--- config.mk ---
export PLATFORM = sky130hd
export DESIGN_NAME = activation_padder_flat
export DESIGN_NICKNAME = d
export VERILOG_FILES = /design/src/rtl/activation_padder_if.sv /design/src/rtl/activation_padder.sv /design/src/flat_wrapper.sv
export SDC_FILE = /design/constraint.sdc
export NUM_CORES = 1
export LEC_CHECK = 0
export CAP_MARGIN = 20
export CORE_MARGIN = 2
export CORE_UTILIZATION = 30
export CTS_CLUSTER_DIAMETER = 40
export DETAILED_ROUTE_END_ITERATION = 10
export PLACE_DENSITY = 0.46
export SLEW_MARGIN = 5
export SYNTH_ARGS = -nofsm -noshare
export SYNTH_HDL_FRONTEND = slang
export SYNTH_SLANG_ARGS = --single-unit
--- constraint.sdc ---
create_clock -name clk_i -period 7.3 [get_ports clk_i]
set_input_delay 1.095 -clock clk_i [delete_from_list [all_inputs] [get_ports clk_i]]
set_output_delay 1.095 -clock clk_i [all_outputs]
set_load 0.01 [all_outputs]
--- src/rtl/activation_padder_if.sv ---
// Handshake/config bundle between the activation padder and its neighbours.
// The padder connects to the slave modport; the stimulus side uses master.
interface activation_padder_if #(
  parameter int unsigned N  = 16,
  parameter int unsigned PW = 4
);
  logic                start_i;
  logic [13:0]         matrix_size_i;
  logic [PW-1:0]       padding_i;
  logic signed [N-1:0] pad_value_i;
  logic signed [N-1:0] data_i;
  logic                data_valid_i;
  logic                data_ready_o;
  logic signed [N-1:0] data_o;
  logic                valid_o;
  logic                ready_i;
  logic                busy_o;
  logic                done_o;
  logic                err_o;

  modport slave (
    input  start_i, matrix_size_i, padding_i, pad_value_i,
    input  data_i, data_valid_i, ready_i,
    output data_ready_o, data_o, valid_o, busy_o, done_o, err_o
  );

  modport master (
    output start_i, matrix_size_i, padding_i, pad_value_i,
    output data_i, data_valid_i, ready_i,
    input  data_ready_o, data_o, valid_o, busy_o, done_o, err_o
  );
endinterface

--- src/rtl/activation_padder.sv ---
// Streams an S x S activation frame out as a (S+2p) x (S+2p) frame with a
// programmable border value, inserting pad beats in-stream without storage.
module activation_padder #(
  parameter int unsigned MaxMatrixSize = 16383,
  parameter int unsigned MaxPadding    = 15,
  parameter int unsigned N             = 16
) (
  input  logic              clk_i,
  input  logic              rst_i,
  activation_padder_if.slave bus
);

  localparam int unsigned PW = $clog2(MaxPadding + 1);
  localparam int unsigned SW = 14;
  localparam int unsigned WP = $clog2(MaxMatrixSize + 2 * MaxPadding + 1);
  // Config check width: wide enough that S + 2p never wraps whatever WP is.
  localparam int unsigned CW = (WP > SW + 1) ? WP : SW + 1;

  typedef enum logic [1:0] {S_IDLE, S_RUN, S_DONE} state_t;

  state_t              r_state, w_state_nxt;
  logic [WP-1:0]       r_row, w_row_nxt;
  logic [WP-1:0]       r_col, w_col_nxt;
  logic [WP-1:0]       r_size, w_size_nxt;
  logic [WP-1:0]       r_psize, w_psize_nxt;
  logic [PW-1:0]       r_pad, w_pad_nxt;
  logic signed [N-1:0] r_pad_val, w_pad_val_nxt;
  logic signed [N-1:0] r_data, w_data_nxt;
  logic                r_valid, w_valid_nxt;
  logic                r_last, w_last_nxt;
  logic                r_busy, w_busy_nxt;
  logic                r_done, w_done_nxt;
  logic                r_err, w_err_nxt;

  logic [CW-1:0]       w_p_calc;
  logic [CW-1:0]       w_pad_ext;
  logic                w_cfg_bad;
  logic [WP-1:0]       w_pad_wp;
  logic [WP-1:0]       w_hi;
  logic                w_interior;
  logic                w_adv;
  logic                w_col_end;
  logic                w_row_end;
  logic                w_load;
  logic signed [N-1:0] w_load_data;
  logic                w_data_ready;

  assign w_pad_ext = CW'(bus.padding_i);
  assign w_p_calc  = CW'(bus.matrix_size_i) + (w_pad_ext << 1);
  assign w_cfg_bad = (w_p_calc > CW'(MaxMatrixSize)) || (w_pad_ext > CW'(MaxPadding));

  // Position classification against the latched frame geometry.
  assign w_pad_wp   = WP'(r_pad);
  assign w_hi       = w_pad_wp + r_size;
  assign w_interior = (r_row >= w_pad_wp) && (r_row < w_hi) &&
                      (r_col >= w_pad_wp) && (r_col < w_hi);
  assign w_adv      = !r_valid || bus.ready_i;
  assign w_col_end  = (r_col == r_psize - WP'(1));
  assign w_row_end  = (r_row == r_psize - WP'(1));

  always_ff @(posedge clk_i or negedge rst_i) begin
    if (!rst_i) begin
      r_state   <= S_IDLE;
      r_row     <= '0;
      r_col     <= '0;
      r_size    <= '0;
      r_psize   <= '0;
      r_pad     <= '0;
      r_pad_val <= '0;
      r_data    <= '0;
      r_valid   <= 1'b0;
      r_last    <= 1'b0;
      r_busy    <= 1'b0;
      r_done    <= 1'b0;
      r_err     <= 1'b0;
    end else begin
      r_state   <= w_state_nxt;
      r_row     <= w_row_nxt;
      r_col     <= w_col_nxt;
      r_size    <= w_size_nxt;
      r_psize   <= w_psize_nxt;
      r_pad     <= w_pad_nxt;
      r_pad_val <= w_pad_val_nxt;
      r_data    <= w_data_nxt;
      r_valid   <= w_valid_nxt;
      r_last    <= w_last_nxt;
      r_busy    <= w_busy_nxt;
      r_done    <= w_done_nxt;
      r_err     <= w_err_nxt;
    end
  end

  always_comb begin
    w_state_nxt   = r_state;
    w_row_nxt     = r_row;
    w_col_nxt     = r_col;
    w_size_nxt    = r_size;
    w_psize_nxt   = r_psize;
    w_pad_nxt     = r_pad;
    w_pad_val_nxt = r_pad_val;
    w_data_nxt    = r_data;
    w_valid_nxt   = r_valid;
    w_last_nxt    = r_last;
    w_err_nxt     = 1'b0;
    w_data_ready  = 1'b0;
    w_load        = 1'b0;
    w_load_data   = r_pad_val;

    unique case (r_state)
      S_IDLE: begin
        if (bus.start_i) begin
          if (w_cfg_bad) begin
            w_err_nxt = 1'b1;
          end else if (w_p_calc == '0) begin
            w_state_nxt = S_DONE;
          end else begin
            w_size_nxt    = WP'(bus.matrix_size_i);
            w_psize_nxt   = WP'(w_p_calc);
            w_pad_nxt     = PW'(bus.padding_i);
            w_pad_val_nxt = bus.pad_value_i;
            w_row_nxt     = '0;
            w_col_nxt     = '0;
            w_last_nxt    = 1'b0;
            w_state_nxt   = S_RUN;
          end
        end
      end
      S_RUN: begin
        // Once the final beat is loaded, only its transfer matters.
        if (r_last) begin
          if (r_valid && bus.ready_i) begin
            w_valid_nxt = 1'b0;
            w_state_nxt = S_DONE;
          end
        end else if (w_adv) begin
          if (!w_interior) begin
            w_load      = 1'b1;
            w_load_data = r_pad_val;
          end else begin
            w_data_ready = 1'b1;
            if (bus.data_valid_i) begin
              w_load      = 1'b1;
              w_load_data = bus.data_i;
            end else begin
              w_valid_nxt = 1'b0;
            end
          end
        end

        if (w_load) begin
          w_data_nxt  = w_load_data;
          w_valid_nxt = 1'b1;
          w_last_nxt  = w_col_end && w_row_end;
          if (w_col_end) begin
            w_col_nxt = '0;
            w_row_nxt = r_row + WP'(1);
          end else begin
            w_col_nxt = r_col + WP'(1);
          end
        end
      end
      S_DONE: w_state_nxt = S_IDLE;
      default: w_state_nxt = S_IDLE;
    endcase

    w_busy_nxt = (w_state_nxt == S_RUN);
    w_done_nxt = (w_state_nxt == S_DONE);
  end

  assign bus.data_ready_o = w_data_ready;
  assign bus.data_o       = r_data;
  assign bus.valid_o      = r_valid;
  assign bus.busy_o       = r_busy;
  assign bus.done_o       = r_done;
  assign bus.err_o        = r_err;

endmodule

--- src/flat_wrapper.sv ---
// flat-port wrapper written by rule: the top's interface ports become plain ports
module activation_padder_flat 
#(
  parameter int unsigned MaxMatrixSize = 16383,
  parameter int unsigned MaxPadding    = 15,
  parameter int unsigned N             = 16
)
  (clk_i, rst_i, bus_start_i, bus_matrix_size_i, bus_padding_i, bus_pad_value_i, bus_data_i, bus_data_valid_i, bus_ready_i, bus_data_ready_o, bus_data_o, bus_valid_o, bus_busy_o, bus_done_o, bus_err_o);
  activation_padder_if #(.N(N), .PW((4))) bus_i ();
  input  logic clk_i;
  input  logic rst_i;
  input wire logic [$bits(bus_i.start_i)-1:0] bus_start_i;
  input wire logic [$bits(bus_i.matrix_size_i)-1:0] bus_matrix_size_i;
  input wire logic [$bits(bus_i.padding_i)-1:0] bus_padding_i;
  input wire logic [$bits(bus_i.pad_value_i)-1:0] bus_pad_value_i;
  input wire logic [$bits(bus_i.data_i)-1:0] bus_data_i;
  input wire logic [$bits(bus_i.data_valid_i)-1:0] bus_data_valid_i;
  input wire logic [$bits(bus_i.ready_i)-1:0] bus_ready_i;
  output wire logic [$bits(bus_i.data_ready_o)-1:0] bus_data_ready_o;
  output wire logic [$bits(bus_i.data_o)-1:0] bus_data_o;
  output wire logic [$bits(bus_i.valid_o)-1:0] bus_valid_o;
  output wire logic [$bits(bus_i.busy_o)-1:0] bus_busy_o;
  output wire logic [$bits(bus_i.done_o)-1:0] bus_done_o;
  output wire logic [$bits(bus_i.err_o)-1:0] bus_err_o;
  assign bus_i.start_i = bus_start_i;
  assign bus_i.matrix_size_i = bus_matrix_size_i;
  assign bus_i.padding_i = bus_padding_i;
  assign bus_i.pad_value_i = bus_pad_value_i;
  assign bus_i.data_i = bus_data_i;
  assign bus_i.data_valid_i = bus_data_valid_i;
  assign bus_i.ready_i = bus_ready_i;
  assign bus_data_ready_o = bus_i.data_ready_o;
  assign bus_data_o = bus_i.data_o;
  assign bus_valid_o = bus_i.valid_o;
  assign bus_busy_o = bus_i.busy_o;
  assign bus_done_o = bus_i.done_o;
  assign bus_err_o = bus_i.err_o;
  activation_padder #(.MaxMatrixSize(MaxMatrixSize), .MaxPadding(MaxPadding), .N(N)) u_core (.clk_i(clk_i), .rst_i(rst_i), .bus(bus_i));
endmodule
After elaboration in Yosys (flattened, before gate mapping):

Cells that the tools add are included.

* register bits: 102
* output and inout bits: 21
* word-level logic and storage cells: 98
* bits of input ports: 55

* equal/unequal tests: 12
* add/subtract/negate cells: 5
* reduce and logical (&&, ||, !) cells: 18
* order comparisons: 6
* mux-type cells: 42
* bitwise operators: 2

Operator list (number)
* $mux W15: 7
* $mux W16: 4
* $pmux W15 S2: 2
* $add A15 B1 Y15 const B: 2
* $eq A15 B15 Y1: 2
* $ge A15 B4 Y1: 2
* $lt A15 B15 Y1: 2
* $mux W1: 22
* $add A14 B5 Y15: 1
* $add A4 B14 Y15: 1
* $gt A15 B14 Y1 const B: 1
* $logic_not A15 Y1: 1
* $sub A15 B1 Y15 const B: 1
* $mux W2: 5
* $reduce_and A5 Y1: 2
* $ne A2 B2 Y1 const B: 3
* $reduce_and A6 Y1: 1
* $reduce_bool A3 Y1: 2
* $logic_and A1 B1 Y1: 5
* $eq A2 B1 Y1 const B: 2
* $gt A4 B4 Y1 const B: 1
* $ne A2 B1 Y1 const B: 2
* $pmux W2 S2: 1
* $reduce_and A4 Y1: 1
* 10 further kinds: 12

Longest topological paths before layout:

Gate-level depths: netlist of the first run.

* depth in word-level cells: 11
* gate-level depth with buffers: 18
* mapped depth without buffers: 16

Least setup slack after synthesis of the first run:

No wires, ideal clock.

* kind: reg2out
* start: register u_core.r_psize[0] (netlist name)
* end: output bus_data_ready_o
* path buffers: 1
* slack: 2.543 ns
* data required time: 6.205 ns
* cell stages (with the launch flop): 16
* arrival: 3.662 ns
* cell sequence: dfrtp_1 ha_1 fa_1 a211oi_1 or2_2 nor3_1 xnor2_1 ha_1 a21oi_1 nor2b_1 a211oi_1 o21ai_0 a2111o_1 a221oi_2 buf_4 and3_1

RTL lines
* to (decl): line flat_wrapper.sv:19 `output wire logic [$bits(bus_i.data_ready_o)-1:0] bus_data_ready_o;`

==> results of run 1 <==
-- placed cells by master, fill, tap and decap left out, types with 22 or more instances in the layout --
cell             netlist  routed
clkdlybuf4s50_1        0      74
dfrtp_1              101     101
inv_1                 27      27
mux2_2                34      34
nand4_1               22      22
a21oi_1               26      26
nor2_1                44      44
ha_1                  39      39
nand3_1               34      34
o21ai_0               38      38
nand2_1              140     140
xnor2_1               46      46
-- layer usage --
metal  vias up  GRT usage (%)  part of all wire (%)
met5         -              0                     0
met4         0           4.18                   1.6
met3        27           5.03                   6.8
met2       174           29.6                    45
met1      3050           25.5                    47
li1       3126              -                     -
-- layout make-up --
class	instances	area share, %
clock inverters	6	0.733
flip-flops and latches	101	29.0
multi-input cells	666	52.7
clock buffers	10	2.63
inverters	27	1.16
repair buffers	81	9.11
well taps	324	4.66
-- cell families after synthesis --
group                    synth area share [%]
flip-flops                               34.0
multiplexers                             5.97
adder cells (fa/ha/maj)                  7.25
buffers and inverters                    4.38
AO/OA/AOI/OAI                            16.4
XOR/XNOR                                 8.76
AND/OR/NAND/NOR                          23.2
-- metrics by stage --
| stage | utilization [%] | setup WS, ns | total power, mW | hold slack (ns) |
|---|---|---|---|---|
| final | 35.8 | 1.07 | 1.33 | 0.477 |
| after global routing | 35.8 | 0.730 | 1.40 | 0.496 |
| after CTS | 35.8 | 1.15 | 1.35 | 0.483 |
| after detailed placement | 34.6 | 1.55 | 0.837 | 0.460 |
| after global placement | 34.6 | 1.60 | 0.837 | 0.458 |
| after floorplan | - | 2.54 | 0.739 | 0.440 |
-- worst min-delay path by stage --
stage	endpoint	slack (ns)	cells past startpoint
6_report	u_core.r_pad_val[10]$_DFFE_PN0P_	0.48	2
3_3_place_gp	u_core.r_pad_val[10]$_DFFE_PN0P_	0.46	2
5_1_grt	u_core.r_pad_val[5]$_DFFE_PN0P_	0.50	2
2_1_floorplan	u_core.r_pad_val[0]$_DFFE_PN0P_	0.44	2
3_5_place_dp	u_core.r_pad_val[6]$_DFFE_PN0P_	0.46	2
4_1_cts	u_core.r_pad_val[10]$_DFFE_PN0P_	0.48	2
-- state kept, by name, indices dropped and copies added, names as in the netlist --
name	cells
u_core.bus.data_o	16
u_core.r_pad_val	16
u_core.r_col	15
u_core.r_psize	15
u_core.r_row	15
u_core.r_size	13
u_core.r_pad	4
u_core.r_state	2
u_core.bus.busy_o	1
u_core.bus.done_o	1
u_core.bus.err_o	1
u_core.bus.valid_o	1
u_core.r_last	1
-- cells in the mapped netlist (15+ instances only) --
| library cell | number | area (um^2) |
|---|---|---|
| nor2_1 | 44 | 165 |
| nand4_1 | 22 | 138 |
| mux2_2 | 34 | 383 |
| xor2_1 | 18 | 158 |
| o21ai_0 | 38 | 190 |
| nand2_1 | 140 | 526 |
| nor4_1 | 17 | 106 |
| inv_1 | 27 | 101 |
| ha_1 | 39 | 488 |
| and3_1 | 15 | 93.8 |
| dfrtp_1 | 101 | 2530 |
| a21oi_1 | 26 | 130 |
| clkbuf_1 | 30 | 113 |
| xnor2_1 | 46 | 403 |
| nand3_1 | 34 | 170 |
-- worst register-to-register path, cell delays in order, from the launching register on --
cell and delay [ns]:
dfrtp_1 0.45, ha_1 0.26, fa_1 0.44, a211oi_1 0.45
or2_2 0.25, nor3_1 0.07, xnor2_1 0.17, ha_1 0.30
and2_1 0.20, nand4b_1 0.12, a211oi_1 0.27, nor2_1 0.11
a211oi_1 0.72, nor2_1 0.25, a31oi_1 0.26, buf_4 0.21
nand2b_1 0.55, mux2_2 0.49
-- power by group --
| group | internal (mW) | switching, mW | leakage, nW |
|---|---|---|---|
| combinational | 0.0960 | 0.101 | 2.51 |
| clock | 0.243 | 0.262 | 0.140 |
| sequential | 0.575 | 0.0548 | 1.31 |
| total | 0.914 | 0.418 | 3.96 |
==> flow_summary.ini, run 1 <==
[outcome]
status = finished, final reports clean

[routing]
wl_per_cell_um = 19.4
drc_errors = 0
drtIter0Drc = 402
via_per_inst = 5.25
dr.pass1.iters = 4
ant_nets = 0
drt-total-wl_um = 23600
num_vias = 6377

[final_layout]
stdcell_area_um2 = 8710
area_delta_synth_final_pct = 17.3
nFillCells = 2506
drive_gt1_share_pct = 8.98
fin_nets = 982
seqCellArea_um2 = 2530
multiInputGateArea_um2 = 4590
final_cells = 1215
diodes = 0

[sta]
worst_pin_slew_ns = 1.02
rsz0062_at_grt = false
hold_viol_final = 0
relSlewSlack_pct = 32.1
final_max_slew_viol_count = 0
finClkSkew_ns = 0.0137
fmax_mhz = 161
fin_crit_ns = 6.23
setup_tns_ns = 0
finalSetupViolCount = 0
fin_crit_sh_pct = 85.3

[cts]
htreeDepth = 3
numCtsBuffers = 9
worstSkewPairLatency_ns = 0.37
cts_tree = done
clk_pin_slew_ns = 0.09
post_cts_buffers = 0
clock_sinks = 101
cts-resized-gates = 0
clock_path_buffers = 2
clockRootBuffer = clkbuf_16
cts_hold_buf = 0

[setup_path]
worstSetupStartpointType = register
cpMaxStageDelayCell = a211oi_1
crit_required_ns = 6.20
critPathTopFamily = compound AO/OA/AOI/OAI gates
rrSetupSlack_ns = 1.61
regToRegEndpoint = u_core.bus.data_o[1]$_DFFE_PN0P_
crit_cells = 15
path_cells = ha_1 > fa_1 > a211oi_1 > or2_2 > nor3_1 > xnor2_1 > ha_1 > and2_1 > nand4b_1 > a211oi_1 > nor2_1 > a211oi_1 > nor2_1 > and3_1 > clkdlybuf4s50_1
r2r_start = u_core.r_psize[0]$_DFFE_PN0P_
crit_type = register to output port
crit_buf_inv = 1
cp_common_cell = a211oi_1
rr_worst_depth = 17
end_kind = output port
critPathLaunch = u_core.r_psize[0]$_DFFE_PN0P_
endpoint = bus_data_ready_o
cp_max_fo = 6
cp.arrival_ns = 5.13
cp_slowest_stage_delay_ns = 0.72

[floorplanning]
num_rows = 57
die_x_um = 161
dieArea_um2 = 26000
boundaryPins = 76
die_h_um = 161
initial_core_util_pct = 30.5
fp.coreArea_um2 = 24300

[yosys]
synth_edf_count = 0
synthCells = 843
avgSynthCellArea_um2 = 8.81
synth_cell_type_count = 77
synth_top_flop_cell = dfrtp_1
ys_seq_area_share_pct = 34.0
async_flop_share_pct = 100
synth-warning-count = 0
ys_ff_latch = 101
synth_nets = 939
synth_area_um2 = 7420

[hold_path]
min_path_type = register to register
holdCritStartpoint = u_core.r_pad_val[10]$_DFFE_PN0P_

[job]
cap_violations = 0

[placed_design]
hpwl_um = 17700
portBuffers = 75
gp_congestion = 0.917
placed_area_um2 = 8420
dp.cells = 1199

[power]
powerDensity_nw_per_um2 = 153
irDropWorstVdd_v = 0.000113
p_leak_nw = 3.96

[global_route]
grt_pass1_vias = 6325
grt_max_degree = 62
grt_first_pass_wirelength_um = 37300
grt-ovfl-total = 0
grt_usage_pct = 18.7
antenna_found_initial = 0
Note: power is estimated with default switching activity, not from simulation.
==> inputs of run 2 (changes only) <==
==> constraint.sdc (replaced) <==
create_clock -name clk_i -period 7.3 [get_ports clk_i]
set_input_delay 2.19 -clock clk_i [delete_from_list [all_inputs] [get_ports clk_i]]
set_output_delay 2.19 -clock clk_i [all_outputs]
set_load 0.01 [all_outputs]
==> run 2 against run 1 <==
Against the previous run:
- via count grew 0.24%
- fmax shrank 7.7%
- clock power shrank 1%
- combinational power is essentially flat
- cell count grew 0.16%
- global-route usage shrank 0.24 points
- wire length shrank 0.90%
==> flow_summary.ini, run 2 (synthesis gave the netlist of run 1 again) <==
[routing]
wl_met2_um = 10600
ant_nets = 0
topRoutingLayerUsed = met4
drtIter0Drc = 324
wl_met3_um = 1170
wl_per_cell_um = 19.2
via_per_inst = 5.25
m1WireLength_um = 11300
drc_errors = 0
num_vias = 6392
dr.pass1.iters = 6
drt-total-wl_um = 23400

[global_route]
antenna_found_initial = 0
grt_pass1_vias = 6271
grt_usage_pct = 18.5
grt_first_pass_wirelength_um = 37000
grt-ovfl-total = 0
grt_max_degree = 59

[cts]
numCtsBuffers = 9
clockRootBuffer = clkbuf_16
clock_path_buffers = 2
cts_tree = done
clk_pin_slew_ns = 0.09
worstSkewPairLatency_ns = 0.36
htreeDepth = 3
cts_hold_buf = 0
cts-resized-gates = 0
post_cts_buffers = 0
clock_sinks = 101

[floorplanning]
die_h_um = 161
num_rows = 57
die_x_um = 161
boundaryPins = 76
dieArea_um2 = 26000
initial_core_util_pct = 30.5
fp.coreArea_um2 = 24300

[job]
cap_violations = 0

[final_layout]
nFillCells = 2552
drive_gt1_share_pct = 9.41
fin_nets = 984
seqCellArea_um2 = 2530
diodes = 0
area_delta_synth_final_pct = 17.7
final_cells = 1217
final_common_cell = nand2_1
final_cell_mix = nand2_1 (140), dfrtp_1 (101), clkdlybuf4s50_1 (74)
multiInputGateArea_um2 = 4590

[hold_path]
holdCritStartpoint = u_core.r_pad_val[1]$_DFFE_PN0P_
min_path_type = register to register

[power]
p_leak_nw = 3.98
irDropWorstVdd_v = 0.0000999
powerDensity_nw_per_um2 = 152

[setup_path]
worstSetupStartpointType = register
rrSetupSlack_ns = 2.14
cp.arrival_ns = 4.56
crit_type = register to output port
crit_required_ns = 5.11
cp_max_fo = 6
critPathLaunch = u_core.r_psize[0]$_DFFE_PN0P_
end_kind = output port
r2r_start = u_core.r_psize[0]$_DFFE_PN0P_

[sta]
finClkSkew_ns = 0.0117
finalSetupViolCount = 0
final_max_slew_viol_count = 0
fin_crit_ns = 6.75
hold_viol_final = 0
relSlewSlack_pct = 38.9
rsz0062_at_grt = false
fmax_mhz = 148
worst_pin_slew_ns = 0.905
setup_tns_ns = 0
fin_crit_sh_pct = 92.5

[outcome]
status = finished, final reports clean

[placed_design]
gp_congestion = 0.862
portBuffers = 75
dp.cells = 1201
hpwl_um = 17900
==> run 2: worst max-delay path: stages, from the launching register on <==
cell and delay [ns]:
dfrtp_1 0.45, ha_1 0.25, fa_1 0.45, a211oi_2 0.31, or2_2 0.23, nor3_1 0.08, xnor2_1 0.23, ha_1 0.28
a21oi_1 0.15, nor2b_1 0.07, a211oi_1 0.23, o21ai_0 0.12, a2111o_1 0.36, a221oi_2 0.22, and3_1 0.23, clkdlybuf4s50_1 0.54
==> run 2: through the flow <==
step	util [%]	instance area, um^2	power [mW]	hold WS [ns]	worst slack (ns)
6_report	35.9	8740	1.33	0.478	0.549
5_1_grt	35.9	8740	1.40	0.510	0.124
4_1_cts	35.9	8730	1.35	0.484	0.377
3_5_place_dp	34.7	8430	0.840	0.460	0.788
3_3_place_gp	34.7	8430	0.840	0.457	0.873
2_1_floorplan	-	7420	0.739	0.440	1.45
==> run 2: per-layer routing <==
metal	vias up	GRT usage, %
met5	-	0
met1	3071	25.5
li1	3146	-
met4	0	4.38
met3	26	3.54
met2	149	29.8
==> run 2: power breakdown <==
group / switching, mW / leakage [nW] / internal (mW)
logic: 0.102 / 2.53 / 0.0967
clock network: 0.254 / 0.145 / 0.244
registers: 0.0537 / 1.31 / 0.575
total: 0.409 / 3.98 / 0.916
==> run 2: path summary, 6_finish.rpt <==
path                                                endpoint  cells past startpoint
max in group asynchronous     u_core.bus.valid_o$_DFFE_PN0P_                      2
max reg2reg                u_core.bus.data_o[10]$_DFFE_PN0P_                     17
min in group asynchronous       u_core.r_size[4]$_DFFE_PN0P_                      1
min reg2reg                  u_core.r_pad_val[1]$_DFFE_PN0P_                      2
max                                         bus_data_ready_o                     15
min                          u_core.r_pad_val[1]$_DFFE_PN0P_                      2
==> run 2: layout make-up <==
type | count | area share (%)
Clock buffer | 9 | 2.58
Clock inverter | 7 | 0.859
Inverter | 27 | 1.16
Multi-Input combinational cell | 666 | 52.6
Sequential cell | 101 | 28.9
Tap cell | 324 | 4.64
Timing Repair Buffer | 83 | 9.25
